**config.mk**
```make
export PLATFORM = sky130hd
export DESIGN_NAME = ide_pio_cycle_timer
export DESIGN_NICKNAME = d
export VERILOG_FILES = /design/src/rtl/ide_pkg.sv /design/src/rtl/ide_phase_counter.sv /design/src/rtl/ide_pio_cycle_timer.sv
export SDC_FILE = /design/constraint.sdc
export NUM_CORES = 1
export LEC_CHECK = 0
export CORE_AREA = 2 2 55 46
export DETAILED_ROUTE_END_ITERATION = 12
export DIE_AREA = 0 0 57 48
export PLACE_DENSITY = 0.56
export SLEW_MARGIN = 20
export SYNTH_ARGS = -nofsm -noshare
export SYNTH_HDL_FRONTEND = slang
export SYNTH_SLANG_ARGS = --single-unit
```
**constraint.sdc**
```tcl
create_clock -name CLK -period 4.45 [get_ports CLK]
set_input_delay 0.89 -clock CLK [delete_from_list [all_inputs] [get_ports CLK]]
set_output_delay 0.89 -clock CLK [all_outputs]
set_load 0.1 [all_outputs]
```
**src/rtl/ide_pkg.sv**
```systemverilog
// ide_pkg: shared types and PIO mode 0 timing defaults for the IDE cycle timer.
//   state_t  : cycle-timer FSM encoding
//   cnt_t    : phase counter word (CNT_W bits)
//   ld_val() : counter load value for an N-cycle phase (N-1, floored at 0)
package ide_pkg;

    localparam int CNT_W = 4;

    typedef logic [CNT_W-1:0] cnt_t;

    typedef enum logic [2:0] {
        IDLE,
        SETUP,
        ACTIVE,
        WAIT,
        ACK,
        RECOVER
    } state_t;

    // PIO mode 0 expressed in 7.09 MHz CPU clocks
    localparam int PIO0_SETUP     = 1;
    localparam int PIO0_ACTIVE    = 2;
    localparam int PIO0_RECOVER   = 2;
    localparam int PIO0_IORDY_TO  = 10;

    // A phase of n cycles loads n-1 and ends when the counter reads zero
    function automatic cnt_t ld_val(input int n);
        return (n > 0) ? cnt_t'(n - 1) : '0;
    endfunction

endpackage

```
**src/rtl/ide_phase_counter.sv**
```systemverilog
// ide_phase_counter: loadable saturating down-counter timing each cycle phase.
//   CLK      in  : CPU clock
//   _RESET   in  : asynchronous active-low reset (count = 0)
//   load     in  : load load_val this edge instead of counting
//   load_val in  : value to load
//   zero     out : count has reached zero (count holds there, never wraps)
module ide_phase_counter
    import ide_pkg::*;
(
    input  logic CLK,
    input  logic _RESET,
    input  logic load,
    input  cnt_t load_val,
    output logic zero
);

    cnt_t count;

    assign zero = (count == '0);

    always_ff @(posedge CLK or negedge _RESET) begin
        if (!_RESET)
            count <= '0;
        else
            count <= load ? load_val : zero ? count : count - cnt_t'(1);
    end

endmodule

```
**src/rtl/ide_pio_cycle_timer.sv**
```systemverilog
// ide_pio_cycle_timer: ATA PIO setup/active/recovery timing of _DIOR/_DIOW and
// CPU _DTACK for cycles claimed by the IDE/Gayle address decoder.
//   CLK      in  : CPU clock (7.09 MHz)
//   _RESET   in  : asynchronous active-low reset
//   _AS      in  : 68000 address strobe, active low
//   R_W      in  : 68000 read/write, 1 = read
//   IDESEL   in  : decoded IDE data/register range (wins over REGSEL)
//   REGSEL   in  : decoded Gayle-register range, zero wait states
//   IORDY    in  : IDE IORDY, used only when IDE_IORDY_EN is defined
//   _DIOR    out : IDE read strobe, active low, registered
//   _DIOW    out : IDE write strobe, active low, registered
//   _DTACK   out : CPU data acknowledge, active low
//   DTACK_OE out : _DTACK pad enable
//   BUSY     out : FSM is not IDLE
// Build option: define IDE_IORDY_EN to add the IORDY WAIT phase with timeout.
module ide_pio_cycle_timer
    import ide_pkg::*;
#(
    parameter int SETUP_CYC     = PIO0_SETUP,
    parameter int ACTIVE_CYC    = PIO0_ACTIVE,
    parameter int RECOVER_CYC   = PIO0_RECOVER,
    parameter int IORDY_TIMEOUT = PIO0_IORDY_TO
)
(
    input  logic CLK,
    input  logic _RESET,
    input  logic _AS,
    input  logic R_W,
    input  logic IDESEL,
    input  logic REGSEL,
    input  logic IORDY,
    output logic _DIOR,
    output logic _DIOW,
    output logic _DTACK,
    output logic DTACK_OE,
    output logic BUSY
);

    // With no recovery time an IDE cycle returns straight to IDLE
    localparam state_t REC_ST = (RECOVER_CYC == 0) ? IDLE : RECOVER;

    state_t state, nxt, start_st;
    cnt_t   ld_v;
    logic   as_q, start, go, ld, zero, ide_q, rd_q, iordy_ok, strobe_nxt;

    // A cycle starts once _AS has been seen low on the previous edge and is
    // still low; the CPU holds it low while waiting, so a start arriving
    // during RECOVER simply stays visible until RECOVER ends.
    assign start    = as_q && !_AS && (IDESEL || REGSEL);
    assign start_st = IDESEL ? SETUP : ACK;
    assign BUSY     = (state != IDLE);

`ifdef IDE_IORDY_EN
    logic iordy_m, iordy_s;

    always_ff @(posedge CLK or negedge _RESET) begin
        if (!_RESET) begin
            iordy_m <= 1'b0;
            iordy_s <= 1'b0;
        end else begin
            iordy_m <= IORDY;
            iordy_s <= iordy_m;
        end
    end

    assign iordy_ok = iordy_s;
`else
    logic unused_iordy;

    assign unused_iordy = IORDY;
    assign iordy_ok     = 1'b1;
`endif

    ide_phase_counter u_cnt (
        .CLK      (CLK),
        ._RESET   (_RESET),
        .load     (ld),
        .load_val (ld_v),
        .zero     (zero)
    );

    // _AS going high before ACK is an aborted cycle: drop the strobe and
    // recover without ever acknowledging.
    always_comb begin
        nxt  = state;
        go   = 1'b0;
        ld   = 1'b0;
        ld_v = '0;
        case (state)
            IDLE: begin
                if (start) begin
                    nxt  = start_st;
                    go   = 1'b1;
                    ld   = 1'b1;
                    ld_v = ld_val(SETUP_CYC);
                end
            end
            SETUP: begin
                if (_AS) begin
                    nxt  = REC_ST;
                    ld   = 1'b1;
                    ld_v = ld_val(RECOVER_CYC);
                end else if (zero) begin
                    nxt  = ACTIVE;
                    ld   = 1'b1;
                    ld_v = ld_val(ACTIVE_CYC);
                end
            end
            ACTIVE: begin
                if (_AS) begin
                    nxt  = REC_ST;
                    ld   = 1'b1;
                    ld_v = ld_val(RECOVER_CYC);
                end else if (zero) begin
                    nxt  = iordy_ok ? ACK : WAIT;
                    ld   = 1'b1;
                    ld_v = ld_val(IORDY_TIMEOUT);
                end
            end
            WAIT: begin
                if (_AS) begin
                    nxt  = REC_ST;
                    ld   = 1'b1;
                    ld_v = ld_val(RECOVER_CYC);
                end else if (iordy_ok || zero) begin
                    nxt = ACK;
                end
            end
            ACK: begin
                if (_AS) begin
                    nxt  = ide_q ? REC_ST : IDLE;
                    ld   = 1'b1;
                    ld_v = ld_val(RECOVER_CYC);
                end
            end
            RECOVER: begin
                if (zero) begin
                    nxt  = start ? start_st : IDLE;
                    go   = start;
                    ld   = start;
                    ld_v = ld_val(SETUP_CYC);
                end
            end
            default: nxt = IDLE;
        endcase
    end

    assign strobe_nxt = (nxt == ACTIVE) || (nxt == WAIT);

    // Outputs are registered from the next state so they switch on the same
    // edge as the state; _DTACK_OE lingers one cycle after ACK so the pad
    // drives _DTACK high before releasing it.
    always_ff @(posedge CLK or negedge _RESET) begin
        if (!_RESET) begin
            state    <= IDLE;
            as_q     <= 1'b0;
            ide_q    <= 1'b0;
            rd_q     <= 1'b0;
            _DIOR    <= 1'b1;
            _DIOW    <= 1'b1;
            _DTACK   <= 1'b1;
            DTACK_OE <= 1'b0;
        end else begin
            state    <= nxt;
            as_q     <= !_AS;
            if (go) begin
                ide_q <= IDESEL;
                rd_q  <= R_W;
            end
            _DIOR    <= !(strobe_nxt && rd_q);
            _DIOW    <= !(strobe_nxt && !rd_q);
            _DTACK   <= (nxt != ACK);
            DTACK_OE <= (nxt == ACK) || (state == ACK);
        end
    end

endmodule

```
==> run summary, run 1 <==
The routed design has 1.81 mm of wire. For the pin with the worst max-slew slack, the measured transition is 961 ps. The detailed router finished its first iteration with 17 violations. Yosys printed 0 warnings. The final-report hold violation count was 0.

After clock tree synthesis, the clock-pin slew on the worst setup and hold paths is 90 ps. The die is 48 microns tall. The number of antenna violations at the first check in global routing is 0. Post-route DRC violation count: 0. For this run, the leading register cell type out of synthesis is sky130_fd_sc_hd__dfrtp_1. The number of primary I/O pins is 12, and the layout cell share with drive strength beyond 1 is 8.91%.

The net count of the finished layout is 110. The cell accounting for the most synthesized area is sky130_fd_sc_hd__dfrtp_1. Setup violations remaining at the end of the flow were counted as 0. For this design, the CTS-stage hold fixing added 0 buffers. The core region is 2140 sq um. The tools report the via count as 711.

In this run, distinct cell masters in the synthesized netlist total 34. sky130_fd_sc_hd__dfrtp_1 is the most common cell in the netlist. The tool flagged a number of max-cap violations equal to 0. The worst slew margin relative to its limit came out at 35.7%.

The number of register bits inferred by synthesis is 14, and the final non-filler cell area is 982 sq um. After synthesis, the most frequently instantiated cells are sky130_fd_sc_hd__dfrtp_1, sky130_fd_sc_hd__nor2_1, sky130_fd_sc_hd__nand2_1, sky130_fd_sc_hd__o21ai_0. In this run the post-CTS setup repair buffer count came out at 0. The length of the first detailed-routing pass in iterations was 4; the share of the cycle needed by the critical path after routing was 71.0%. Once detailed placement completed, the half-perimeter wirelength came to 1.31 mm. IR analysis of the VDD net gives a maximum drop of 0.426 mV. The average via count per standard cell is 5.64, and the setup TNS after final layout is 0 ps. The tree is rooted in a sky130_fd_sc_hd__clkbuf_4.

The CTS sink count came out at 14. After detailed routing, the average wire length per cell comes to 14.3 microns. The tools report the final max-slew violation count as 0. In this run, post-CTS repair resized a total of 0 instances. The clock insertion delay at the later pin of the skew report came out at 280 ps.

The count of buffers from port buffering was 10. Setup repair after global routing left no endpoint under its margin. The first global-routing pass estimated 2.97 mm of wire. 0 antenna diodes ended up in the layout. For the deepest level of the CTS H-tree, the log shows 1. In this run the worst hold path is classified as reg2reg.

Synthesized area divided by synthesized cell count: 9.03 sq um. The clock skew after layout was 4.58 ps. Yosys attributes the largest share of cell area to sky130_fd_sc_hd__dfrtp_1, sky130_fd_sc_hd__dfstp_2, sky130_fd_sc_hd__o21ai_0. In this run the power density over the cells is 798 nW/um^2.

The leakage power figure was 0.396 nW. The global-route usage over all layers is 14.8%. STA puts the critical path data arrival time at 2270 ps.

The fraction of the yosys area taken by sequential cells came out at 42.2%. The tools report the nature of the critical path endpoint as a primary output. Measured along the x axis, the die boundary spans 57 microns. Clock tree synthesis inserted a total of 3 buffers. The cell count after synthesis came out at 93.

The critical path start-end classification is reg2out. For this run, asynchronously set or reset flops after synthesis account for 100%. The run finished with clean final reports.

Timing would allow up to 317 MHz. In this run the biggest area consumer among cell types represents 32.8% of the synthesized area. Synthesis produced a netlist with a net count of 101. TritonCTS built the clock tree. The mapped netlist covers 840 sq um. The initial utilization of the core area, before any placement, comes to 39.2%. Along the worst path, the maximum fanout reaches 17. The run gives 639 as the number of global-route vias before repair. The tools report the buffer depth of the longest clock path as 2. The initialized floorplan defines 15 standard-cell rows. Data on the critical path is required at its endpoint by 3560 ps. The time the worst path needs with I/O delays and setup is 3160 ps. The run gives 2740 sq um as the die area. The tools report the category of the worst setup path launch point as a register. After detailed placement, the total cell area comes to 946 sq um.

The total overflow left after global routing is 0. The post-route antenna net violation count came out at 0. The area overhead of the layout relative to synthesis is 17.0%, and the count of flip-flops with a built-in enable after synthesis is 0. Entering global routing, the biggest net connects 18 pins. Routability-driven placement finished with a final weighted congestion of 0.797.
## critical path, stage by stage (launching register included)
cell and delay, ps:
sky130_fd_sc_hd__dfrtp_1 650, sky130_fd_sc_hd__or3_1 210, sky130_fd_sc_hd__clkdlybuf4s50_1 1130
## kinds of logic (layout without fill, tap and decap cells)
logic type,count (synthesis),in the layout,share of synthesized area [%]
muxes,3,3,3.73
adders and majority gates,1,1,1.49
DFF,14,14,42.2
xor gates and xnor gates,2,2,2.09
AOI/OAI and AO/OA,25,25,20.1
buffers and inverters,11,19,5.22
and+or+nand+nor,37,37,25.2
## power by group
part | switching [W] | leakage (nW) | internal [W] | total, W
clock | 0.0000437 | 0.0210 | 0.0000498 | 0.0000935
sequential | 0.0000661 | 0.168 | 0.000178 | 0.000244
combinational | 0.000278 | 0.207 | 0.000168 | 0.000446
## state kept, by name (all words and copies together), names as in the netlist
name,count
DTACK_OE,1
_DIOR,1
_DIOW,1
_DTACK,1
as_q,1
ide_q,1
rd_q,1
state,3
u_cnt.count,4
## final timing paths
path,end,start,depth (start not counted),slack [ps]
min reg2reg,_DIOR,rd_q,1,430
max in group asynchronous,as_q,_RESET,1,3040
min,_DIOR,rd_q,1,430
max reg2reg,_DTACK,u_cnt.count[0],6,2390
max,BUSY,state[0],2,1290
min in group asynchronous,DTACK_OE,_RESET,1,1000
## layout make-up
class | count | area (sq um)
clock buffer | 4 | 36.3
fill | 223 | 1160
inverter | 5 | 18.8
multi-input combinational | 68 | 442
sequential | 14 | 354
tap | 25 | 31.3
timing repair buffer | 10 | 100
## layer usage
| layer | vias to the layer above | track usage, % | wire (microns) |
|---|---|---|---|
| met2 | 20 | 23.0 | 746 |
| li1 | 354 | - | - |
| met1 | 333 | 20.6 | 937 |
| met3 | 4 | 4.86 | 105 |
| met4 | 0 | 2.79 | 15 |
| met5 | - | 0 | 0 |
## cells in the final DEF (no fill, tap or decap), drive strengths merged, types with 3 or more instances in the layout
cell type / n
a21oi: 5
and3: 3
clkbuf: 4
clkdlybuf4s50: 10
dfrtp: 11
dfstp: 3
inv: 5
nand2: 6
nand2b: 3
nor2: 8
nor2b: 3
nor3: 4
o21ai: 6
o31ai: 3
## per-stage QoR
stage          utilization, %  hold slack [ps]  setup WS, ps  instances  power [W]
6_report                 45.9              427          1290        126   0.000784
5_1_grt                  45.9              473          1230        126   0.000840
4_1_cts                  45.9              430          1290        126   0.000786
3_5_place_dp             44.2              424          1610        122   0.000691
3_3_place_gp             44.2              401          1620        122   0.000686
2_1_floorplan               -              379          2300         93   0.000599
(Power assumes the default switching activity.)
==> run 2: changes to the inputs <==
--- a/config.mk
+++ b/config.mk
@@ -8,7 +8,7 @@
 export CORE_AREA = 2 2 55 46
 export DETAILED_ROUTE_END_ITERATION = 12
 export DIE_AREA = 0 0 57 48
-export PLACE_DENSITY = 0.56
+export PLACE_DENSITY = 0.58
 export SLEW_MARGIN = 20
 export SYNTH_ARGS = -nofsm -noshare
 export SYNTH_HDL_FRONTEND = slang
==> constraint.sdc (replaced) <==
create_clock -name CLK -period 2.89 [get_ports CLK]
set_input_delay 0.578 -clock CLK [delete_from_list [all_inputs] [get_ports CLK]]
set_output_delay 0.578 -clock CLK [all_outputs]
set_load 0.1 [all_outputs]
==> run summary, run 2 (synthesized netlist as in run 1, its figures left out) <==
The run finished with clean final reports. In the final layout, the share of cells above drive strength 1 is 14.7%. The tools report the nature of the critical path endpoint as a primary output. The number of antenna violations at the first check in global routing was 0; the post-cts gate resize count was 0.

For the via count, the log shows 707. The top cell types in the final layout, fill and taps aside, are sky130_fd_sc_hd__dfrtp_1, sky130_fd_sc_hd__nor2_1, sky130_fd_sc_hd__o21ai_0, sky130_fd_sc_hd__nand2_1, sky130_fd_sc_hd__buf_4. The worst path uses 72.1% of the clock period.

The die covers 2740 sq um. The path class of the lowest-slack min-delay path was reg2reg. TritonCTS built the clock tree. Number of cells traversed by the worst hold path: 1. The count of buffers from port buffering is 10, and the die extent in x is 57 microns. The worst reg2reg path depth is 6, and the weighted congestion reported at the end of routability-driven placement is 0.845.

Entering global routing, the biggest net connects 18 pins. For this run, design rule violations remaining after detail routing come to 0. The reg-to-reg endpoint was _DTACK. The largest registers in the layout are u_cnt.count x4, state x3.

For the wire length of the first global-routing pass, the log shows 2.96 mm. For the number of buffers created by CTS, the log shows 3. The later pin in the worst-skew pair is clocked with a latency of 290 ps. The number of primary I/O pins is 12, and the half-perimeter wire length after detailed placement is 1.27 mm. The area growth from synthesis to layout is 16.4%. After routing the design area is 977 sq um. In the final timing run, aggregate negative setup slack is 0 ps. Critical path start-end classification: reg2out.

The tools report the setup slack of the worst register-to-register path as 910 ps. Setup violations remaining at the end of the flow were counted as 0. In this run the post-CTS setup repair buffer count came out at 0. The tools report the area after detailed placement as 941 sq um.

Total power density per cell area: 1210 nW/um^2. Global routing used 14.7% of the available tracks. The register with the most flip-flops in the final layout is u_cnt.count.

Counting along the longest clock path gives a buffer depth of 2. The tools report the final-report hold violation count as 0. For the number of global-route vias before repair, the log shows 652. The count of nets left with antenna violations once routing finished came out at 0. In this run the most critical hold path is launched from rd_q. The category of the worst setup path launch point is a register. From bottom edge to top edge, the die measures 48 microns.

The worst register-to-register path begins at u_cnt.count[0]. The logs give 4 for the length of the first detailed-routing pass in iterations and 1.68 mm for the total routed wirelength. After global routing the overflow that remains totals 0. The floorplan step defined a core boundary enclosing 2140 sq um.

The run gives 111 as the final net count. After the first detailed-routing iteration, the DRC count stood at 28. The number of hold buffers added after CTS was 0.

In this run the worst path has a maximum fanout of 15. The tool flagged a number of max-cap violations equal to 0. The number of antenna diodes in the final layout is 0. The deepest level of the CTS H-tree was 1.

The library cell used most frequently in the layout, excluding fill and tap cells, is sky130_fd_sc_hd__dfrtp_1. The clock-pin transition on the worst setup and hold timing paths is 90 ps, and the worst vdd rail ir drop is 0.639 mV. The run gives 57.5% as the worst slew margin relative to its limit.

For the worst setup path, the data required time is 2310 ps. For this run, the top clock speed supported by timing is 480 MHz. The tools report the initial cell density of the core as 39.2%. At the pin with the least slew margin, the transition time is 635 ps. The tools report the CTS sink count as 14.

The final max-slew violation count was 0. The flip-flop count of the largest register, all copies and words added was 4. Data arrives at the worst endpoint at 1500 ps. Time the worst path needs with I/O delays and setup: 2080 ps.

The tools report the leakage power figure as 0.402 nW. The CTS root buffer was sky130_fd_sc_hd__clkbuf_4. The worst hold margin is 413 ps, and the standard-cell row count is 15. The clock arrives with 8.10 ps of skew. Hold-critical path endpoint: _DIOR. Setup repair after global routing left no endpoint under its margin. In the routed layout, each cell is associated on average with a via count of 5.57. The routed wire length per instance works out to 13.2 microns.
run 2: changes by cell type in the layout (fill, tap and decap cells not counted):
cell,change
sky130_fd_sc_hd__buf_4,+6
sky130_fd_sc_hd__clkdlybuf4s50_1,-5
run 2: how the worst max path moves through the flow:
stage	from	slack (ps)	depth (start not counted)	endpoint
after floorplan	state[0]	800	5	rd_q
after global placement	IDESEL	620	5	_DTACK
after detailed placement	IDESEL	620	5	_DTACK
after CTS	state[1]	800	2	BUSY
after global routing	state[0]	710	2	BUSY
final	state[1]	810	2	BUSY
run 2: area by class of cell:
type / instances / area [sq um]
tap: 25 / 31.3
timing repair buffer: 11 / 95.1
clock buffer: 4 / 36.3
inverter: 5 / 18.8
sequential: 14 / 354
multi-input combinational: 68 / 442
fill: 207 / 1160
run 2: per-layer routing:
layer | vias up | GRT usage, % | routed length, microns
met5 | - | 0 | 0
met4 | 0 | 6.98 | 22
met3 | 4 | 2.43 | 110
met2 | 26 | 21.6 | 720
met1 | 322 | 21.1 | 826
li1 | 355 | - | -
run 2: worst max-delay path: stages (launching register included):
cell	delay [ps]
sky130_fd_sc_hd__dfrtp_1	540
sky130_fd_sc_hd__or3_1	430
sky130_fd_sc_hd__buf_4	250
run 2: where the power goes:
group	leakage, nW	total, W	switching [W]	internal, W
Clock	0.0210	0.000145	0.0000687	0.0000767
Combinational	0.213	0.000667	0.000416	0.000251
Sequential	0.168	0.000372	0.0000972	0.000275
run 2: stage by stage:
stage / setup WS (ps) / total power (W) / util, % / cells
finish: 808 / 0.00118 / 45.7 / 127
global route: 706 / 0.00128 / 45.7 / 127
CTS: 798 / 0.00119 / 45.7 / 127
detailed placement: 622 / 0.00104 / 44.0 / 123
global placement: 621 / 0.00104 / 44.0 / 123
floorplan: 804 / 0.000922 / - / 93
==> run 3: changes to the inputs <==
--- a/config.mk
+++ b/config.mk
@@ -8,7 +8,7 @@
 export CORE_AREA = 2 2 55 46
 export DETAILED_ROUTE_END_ITERATION = 12
 export DIE_AREA = 0 0 57 48
-export PLACE_DENSITY = 0.58
+export PLACE_DENSITY = 0.56
 export SLEW_MARGIN = 20
 export SYNTH_ARGS = -nofsm -noshare
 export SYNTH_HDL_FRONTEND = slang
==> constraint.sdc (replaced) <==
create_clock -name CLK -period 2 [get_ports CLK]
set_input_delay 0.4 -clock CLK [delete_from_list [all_inputs] [get_ports CLK]]
set_output_delay 0.4 -clock CLK [all_outputs]
set_load 0.1 [all_outputs]
==> run summary, run 3 (synthesized netlist as in run 1, its figures left out) <==
Setup violations remaining at the end of the flow were counted as 0. The category of the worst setup path launch point is a register. The worst-case IR drop observed on VDD is 1.06 mV. The buffer depth of the longest clock path came out at 2. The area after detailed placement is 1070 sq um. The min-delay analysis places its worst path in the category reg2reg. The flip-flop count of the largest register, all copies and words added is 4. In the finished design, the share of the clock period the worst path needs comes to 96.3%.

Commonest non-fill, non-tap cell in the layout: sky130_fd_sc_hd__buf_4. The post-route DRC violation count is 0, and the deepest level of the CTS H-tree is 1. The final net count is 121. The area of the core is 2140 sq um, and the initial cell density of the core is 39.2%. The count of buffers added on input and output ports is 10. 12 I/O pins were placed. The slowest stage of the critical path is the sky130_fd_sc_hd__or3_2 cell. The smallest setup slack after layout was 73.8 ps; the routed wire length per instance was 14.1 microns. CTS saw 14 sinks.

For the worst flop-to-flop path, the logic depth is 7. Entering global routing, the biggest net connects 15 pins. The number of cells traversed by the worst hold path was 1. The number of filler instances in the final layout was 214. In the final layout, the registers with the most flip-flops are u_cnt.count x4, state x3. Based on the critical path, the design can be clocked at up to 519 MHz. The number of antenna violations at the first check in global routing came out at 0. The tools report the nature of the critical path endpoint as a primary output. The critical path goes through or3_2, buf_12. The setup path with the least slack is of type reg2out. The area used by sequential logic in the layout is 354 sq um, and the delay of the slowest cell on the worst path is 570 ps. The die extent in x was 57 microns; the clock skew after layout was 9.35 ps.

Leaving out fill and tap cells, the most frequent cells in the layout are sky130_fd_sc_hd__buf_4, sky130_fd_sc_hd__dfrtp_1, sky130_fd_sc_hd__nor2_1. Max-cap violations in this run came to 0. The area overhead of the layout relative to synthesis is 34.0%, and the signal arrival time at the worst endpoint is 1530 ps. The flow ran to the end, and the final reports show no timing, DRC or antenna violations. 0 antenna diodes ended up in the layout. The die outline height was 48 microns.

The total overflow left after global routing is 0. Register name with the most flops: u_cnt.count. Summing over every cut layer, the via total after detailed routing is 766. Summed over all cells, the static leakage comes to 0.479 nW. The time the worst path needs with I/O delays and setup is 1930 ps, and the number of buffers created by CTS is 3.

For the pin with the worst max-slew slack, the measured transition is 645 ps. The HPWL after detailed placement is 1.47 mm. The tools report the weighted congestion reported at the end of routability-driven placement as 0.827. The layout cell share with drive strength beyond 1 works out to 26.8%. The run gives 0 as the post-route antenna net violation count. The standard-cell row count is 15, and the clock-pin transition on the worst setup and hold timing paths is 90 ps.

Summing all multi-input logic gate instances after layout gives 464 sq um. The setup slack of the worst register-to-register path is 120 ps, and the final max-slew violation count is 0. Hold is met by 440 ps. Setup repair after global routing left no endpoint under its margin.

The finished cells cover 1120 sq um. Using the TritonRoute via totals, the vias-per-cell ratio works out to 5.59. The run gives 1600 ps as the required time reported for the critical path endpoint.

In this run the tightest slew margin relative to its limit is 56.9%. For this block, the routed nets add up to 1.93 mm of wire. The first global-routing pass estimated 3.28 mm of wire.

The maximum fanout encountered on the critical timing path was 8. In the global route stage, overall resource usage came out at 16.5%. The violation count after the first detailed-routing iteration is 20. The tree is rooted in a sky130_fd_sc_hd__clkbuf_4. The worst slack at placement was -4.91 ps; the final-report hold violation count was 0. The logs give 707 for the number of global-route vias before repair and 280 ps for the clock insertion delay at the later pin of the skew report. The die area came out at 2740 sq um. TritonCTS built the clock tree. Power spread over the standard cell area amounts to 1750 nW/um^2.

The pre-antenna-repair detailed-routing pass consisted of 4 iterations.
## run 3: cell types whose count changed in the layout (fill, tap and decap cells not counted), sizes merged
cell / delta
buf: +10
## run 3: worst paths after layout
| check | startpoint | to |
|---|---|---|
| worst max-delay path | state[2] | BUSY |
| worst min-delay path | rd_q | _DIOR |
| worst max register to register | u_cnt.count[0] | DTACK_OE |
| worst min register to register | rd_q | _DIOR |
| max in group asynchronous | _RESET | u_cnt.count[1] |
| min in group asynchronous | _RESET | state[0] |
## run 3: layout make-up
class / count / share of cell area (%)
Sequential cell: 14 / 31.5
Clock buffer: 4 / 3.23
Multi-Input combinational cell: 68 / 41.3
Inverter: 5 / 1.67
Timing Repair Buffer: 21 / 19.6
Tap cell: 25 / 2.78
## run 3: worst max-delay path: cells and delay by family (launching register included)
kind / cells / cell delay [ps]
flops: 1 / 490
buf+inv: 1 / 190
simple gates: 1 / 570
## run 3: power by group
group	total, W	switching [W]	internal (W)	leakage (nW)
Sequential	0.000515	0.000116	0.000399	0.168
Clock	0.000205	0.0000948	0.000111	0.0210
Combinational	0.00125	0.000711	0.000541	0.289
## run 3: what timing repair did
item | CTS | global route
hold buffers | 0 | 0
setup endpoints to repair | 0 | 7
gates resized for setup | 0 | 5
setup buffers | 0 | 0
## run 3: layer usage
| metal | global-route usage (%) | share of wire [%] |
|---|---|---|
| met5 | 0 | 0 |
| met3 | 5.14 | 5.8 |
| met2 | 25.5 | 43 |
| met1 | 22.2 | 49 |
| met4 | 5.58 | 1.3 |
## run 3: per-stage QoR
stage / util (%) / instances / TNS (ps) / power (W)
finish: 52.6 / 137 / 0 / 0.00197
detailed placement: 49.9 / 133 / -4.91 / 0.00171
CTS: 51.6 / 137 / 0 / 0.00193
global route: 52.6 / 137 / 0 / 0.00211
floorplan: - / 93 / 0 / 0.00133
global placement: 49.9 / 133 / -8.09 / 0.00170
